<file path="config.mk">
export PLATFORM = sky130hd
export DESIGN_NAME = drum_line_port
export DESIGN_NICKNAME = d
export VERILOG_FILES = /design/src/rtl/drum_line_port.sv
export SDC_FILE = /design/constraint.sdc
export NUM_CORES = 1
export LEC_CHECK = 0
export BUFFER_PORTS_ARGS = -buffer_cell sky130_fd_sc_hd__buf_2
export CAP_MARGIN = 10
export CORE_MARGIN = 10
export CORE_UTILIZATION = 61
export DETAILED_ROUTE_END_ITERATION = 8
export HOLD_SLACK_MARGIN = 0.15
export PLACE_DENSITY = 0.85
export SETUP_SLACK_MARGIN = 0.05
export SLEW_MARGIN = 10
export SYNTH_ARGS = -nofsm -noshare
export SYNTH_HDL_FRONTEND = slang
export SYNTH_SLANG_ARGS = --single-unit
</file>
<file path="constraint.sdc">
create_clock -name clk -period 10.2 [get_ports clk]
set_clock_uncertainty 0.2 [all_clocks]
set_input_delay 0.51 -clock clk [delete_from_list [all_inputs] [get_ports clk]]
set_output_delay 0.51 -clock clk [all_outputs]
set_load 0.01 [all_outputs]
</file>
<file path="src/rtl/drum_line_port.sv">
// drum_line_port: word-addressed read / write-exchange port for one drum line.
// Recirculates the attached track by default. A request waits for its word to
// come round, then captures it serially and optionally substitutes new bits.
// Ports: clk, rst (async, active high), dout_trk/din_trk (track loop),
// req_valid/req_ready/req_write/req_addr/req_wdata (request),
// rsp_valid/rsp_err/rsp_rdata (one-cycle completion), bit_t/word_t (position).
// Define DRUM_PORT_ABORT_EN to add req_abort (cancel a request still in ARM).
module drum_line_port #(
  parameter int WORD_BITS = 29,
  parameter int WORDS     = 108,
  parameter int AW        = 7
) (
  input  logic                 clk,
  input  logic                 rst,
  input  logic                 dout_trk,
  output logic                 din_trk,
  input  logic                 req_valid,
  output logic                 req_ready,
  input  logic                 req_write,
  input  logic [AW-1:0]        req_addr,
  input  logic [WORD_BITS-1:0] req_wdata,
  output logic                 rsp_valid,
  output logic                 rsp_err,
  output logic [WORD_BITS-1:0] rsp_rdata,
  output logic [4:0]           bit_t,
  output logic [AW-1:0]        word_t
`ifdef DRUM_PORT_ABORT_EN
  ,
  input  logic                 req_abort
`endif
);

  localparam logic [1:0] IDLE = 2'd0;
  localparam logic [1:0] ARM  = 2'd1;
  localparam logic [1:0] XFER = 2'd2;
  localparam logic [1:0] DONE = 2'd3;

  localparam logic [4:0]    BLAST  = 5'(WORD_BITS - 1);
  localparam logic [AW-1:0] WLAST  = AW'(WORDS - 1);
  localparam logic [AW:0]   NWORDS = (AW + 1)'(WORDS);

  logic [1:0]           state;
  logic                 wr_q;
  logic                 err_q;
  logic [AW-1:0]        addr_q;
  logic [AW-1:0]        prev;
  logic [WORD_BITS-1:0] wdata_q;
  logic [WORD_BITS-1:0] rdata_sh;
  logic                 wrap;
  logic                 oob;
  logic                 hit;
  logic                 abort;

  assign wrap = (bit_t == BLAST);
  assign oob  = ({1'b0, req_addr} >= NWORDS);

  // The target word starts right after the last bit of its predecessor.
  assign prev = (addr_q == '0) ? WLAST : addr_q - AW'(1);
  assign hit  = wrap && (word_t == prev);

`ifdef DRUM_PORT_ABORT_EN
  assign abort = req_abort;
`else
  assign abort = 1'b0;
`endif

  // Held low during the response pulse so a new request lands after it.
  assign req_ready = (state == IDLE) && !rsp_valid;

  assign din_trk = (state == XFER && wr_q) ? wdata_q[bit_t] : dout_trk;

  always_ff @(posedge clk or posedge rst) begin
    if (rst) begin
      state     <= IDLE;
      bit_t     <= '0;
      word_t    <= '0;
      wr_q      <= 1'b0;
      err_q     <= 1'b0;
      addr_q    <= '0;
      wdata_q   <= '0;
      rdata_sh  <= '0;
      rsp_valid <= 1'b0;
      rsp_err   <= 1'b0;
      rsp_rdata <= '0;
    end else begin
      bit_t <= wrap ? '0 : bit_t + 5'd1;
      if (wrap)
        word_t <= (word_t == WLAST) ? '0 : word_t + AW'(1);

      rsp_valid <= (state == DONE);
      rsp_err   <= (state == DONE) && err_q;

      unique case (1'b1)
        state == IDLE: begin
          if (req_valid && req_ready) begin
            wr_q    <= req_write;
            addr_q  <= req_addr;
            wdata_q <= req_wdata;
            err_q   <= oob;
            state   <= oob ? DONE : ARM;
          end
        end
        state == ARM: begin
          if (abort) begin
            err_q <= 1'b1;
            state <= DONE;
          end else if (hit) begin
            state <= XFER;
          end
        end
        state == XFER: begin
          rdata_sh[bit_t] <= dout_trk;
          if (wrap)
            state <= DONE;
        end
        state == DONE: begin
          rsp_rdata <= err_q ? '0 : rdata_sh;
          state     <= IDLE;
        end
        default: state <= IDLE;
      endcase
    end
  end

endmodule

</file>
==> flow_metrics.env <==
export IMPL_ys_warn_count=0
export IMPL_hp_class="input pin to flop"
export IMPL_slowest_delay_ns=0.73
export IMPL_setup_worst_path_class="flop to output port"
export IMPL_wl_um=11300
export IMPL_ys_types=47
export IMPL_numCtsBuffers=9
export IMPL_cts_repair_resized=0
export IMPL_grt_pass1_wl_um=18800
export IMPL_worstPathCellList="mux4_2 > nor2b_1 > a311oi_1 > a31oi_1 > buf_2"
export IMPL_tightest_slew_ns=0.922
export IMPL_grt_setup_unrepaired="false"
export IMPL_row_count=33
export IMPL_dp_hpwl_um=8310
export IMPL_place_congestion=0.892
export IMPL_vias_per_cell=5.71
export IMPL_nets=603
export IMPL_via_count=3769
export IMPL_finalMaxSlewViolations=0
export IMPL_start_util=0.635
export IMPL_min_period_over_period=0.301
export IMPL_async_reset_ff_frac=1.00
export IMPL_synth_edf_count=0
export IMPL_grt_pass1_vias=3833
export IMPL_p_leak_nw=2.71
export IMPL_end_kind="output port"
export IMPL_drive_gt1_frac=0.337
export IMPL_slew_headroom=0.385
export IMPL_grt_max_degree=65
export IMPL_detailedPlace_worstSlack_ns=7.53
export IMPL_final_cell_area_sq_mm=0.00596
export IMPL_post_route_min_period_ns=3.07
export IMPL_grt_overflow=0
export IMPL_synthTopCellsByArea="dfrtp_1 (53%), mux2_2 (14%), nor2_1 (3.3%)"
export IMPL_syn_nets=527
export IMPL_status="completed"
export IMPL_areaGrowthSynthToFinish_pct=13.1
export IMPL_cts_sinks=112
export IMPL_synth_area_sq_mm=0.00527
export IMPL_fmax_mhz=326
export IMPL_clkLatencyLatePin_ns=0.37
export IMPL_fp_dieW_um=113
export IMPL_synth_area_leader_cell="dfrtp_1"
export IMPL_tritoncts="yes"
export IMPL_slowest_stage="dfrtp_1"
export IMPL_r2r_slack_ns=7.48
export IMPL_synthDominantCellAreaShare=0.532
export IMPL_cp_startpoint="bit_t[0]"
export IMPL_clk_pin_slew_ns=0.11
export IMPL_cp_arrival_ns=2.36
export IMPL_final_hold_violation_count=0
export IMPL_dieArea_sq_mm=0.0128
export IMPL_boundaryPins=86
export IMPL_cp_start_kind="flop"
export IMPL_wl_per_cell_um=17.1
export IMPL_coreArea_sq_mm=0.00830
export IMPL_antenna_cells=0
export IMPL_drc_errors=0
export IMPL_antenna_found_initial=0
export IMPL_timing_final_setup_violations=0
export IMPL_peakVddDrop_v=0.000167
export IMPL_root_buffer="clkbuf_8"
export IMPL_syn_inst=474
export IMPL_grtUsageTotal=0.177
export IMPL_final_common_cell="dfrtp_1"
export IMPL_yosysSeqAreaShare=0.532
export IMPL_io_buffers=85
export IMPL_syn_avg_cell_area_sq_um=11.1
export IMPL_min_from="req_wdata[3]"
export IMPL_die_h_um=113
export IMPL_maxCapViolCount=0
export IMPL_fin_tns_setup_ns=0
export IMPL_worstReg2RegStart="bit_t[0]"
export IMPL_required_ns=9.49
export IMPL_drt_iter0_markers=210
export IMPL_power_density_mw_per_mm2=256
export IMPL_final_cell_mix="dfrtp_1 (112), buf_2 (85), mux2_2 (67)"
export IMPL_cts_max_path_buffers=2
export IMPL_detail_route_antenna_nets=0
export IMPL_placed_cell_area_sq_mm=0.00576
export IMPL_critical_path_max_fanout=13
export IMPL_ys_ff_latch=112
export IMPL_htreeDepth=3
export IMPL_firstDrtPassIters=4
export IMPL_setup_slack_ns=7.13
export IMPL_ys_flop_type="dfrtp_1"
[routing by layer]
metal	vias to the layer above	share of wire	GRT usage
li1	1786	-	-
met1	1832	0.44	0.237
met3	20	0.076	0.0454
met2	131	0.47	0.268
met5	-	0	0
met4	0	0.019	0.0736
[per-stage QoR]
| step | util | hold WS [ns] | instances | power, mW |
|---|---|---|---|---|
| after floorplan | - | 0.246 | 474 | 1.11 |
| after global placement | 0.694 | 0.273 | 643 | 1.24 |
| after detailed placement | 0.694 | 0.292 | 643 | 1.28 |
| after CTS | 0.718 | 0.151 | 660 | 1.53 |
| after global routing | 0.718 | 0.150 | 660 | 1.63 |
| final | 0.718 | 0.162 | 660 | 1.52 |
[power by group]
| part | total (mW) | internal [mW] | switching [mW] | leakage [nW] |
|---|---|---|---|---|
| Clock | 0.255 | 0.0990 | 0.156 | 0.0956 |
| Combinational | 0.548 | 0.281 | 0.268 | 1.26 |
| Sequential | 0.720 | 0.603 | 0.117 | 1.35 |
| Total | 1.52 | 0.982 | 0.541 | 2.71 |
[cell type report]
type	instances	area, sq um
timing repair buffer	89	458
tap	105	131
clock buffer	10	138
multi-input combinational	296	2210
sequential	112	2800
fill	573	2340
clock inverter	6	55.1
inverter	42	160
[critical path, delay by kind of cell (launching register included)]
family | cells | cell delay (ns)
AO/OA/AOI/OAI | 2 | 0.39
buffers and inverters | 1 | 0.16
AND/OR/NAND/NOR | 1 | 0.14
multiplexers | 1 | 0.56
flip-flops | 1 | 0.73
[flip-flops by register name (all words and copies together), names as in the netlist]
signal	count
state	2
addr_q	7
rsp_rdata	29
err_q	1
wdata_q	29
word_t	7
bit_t	5
rdata_sh	29
rsp_valid	1
wr_q	1
rsp_err	1
[repair_timing]
item                                   CTS  global route
buffers inserted                         0             0
endpoints found under the hold margin   48             0
hold buffers                             1             0
[Yosys cell counts, drive strengths merged, types with 7 or more instances]
master	number
xnor2	8
dfrtp	112
nor3	8
clkbuf	22
mux2	67
nand3	7
nor2	47
ha	12
nand2	46
mux4	7
o22ai	27
o21ai	11
inv	42
a21oi	9
[cells by family after synthesis]
group | after synthesis | synth area share
AO/OA/AOI/OAI | 59 | 0.0741
buffers and inverters | 66 | 0.0475
flip-flops | 112 | 0.532
adder cells (fa/ha/maj) | 12 | 0.0285
AND/OR/NAND/NOR | 138 | 0.123
multiplexers | 75 | 0.175
XOR/XNOR | 12 | 0.0200
[worst paths after layout]
check | to | depth (start not counted)
max | din_trk | 5
min | wdata_q[3] | 2
max reg2reg | state[0] | 8
min reg2reg | rsp_rdata[28] | 2
max in group asynchronous | rsp_rdata[0] | 4
min in group asynchronous | wdata_q[10] | 3
(Power assumes the default switching activity.)
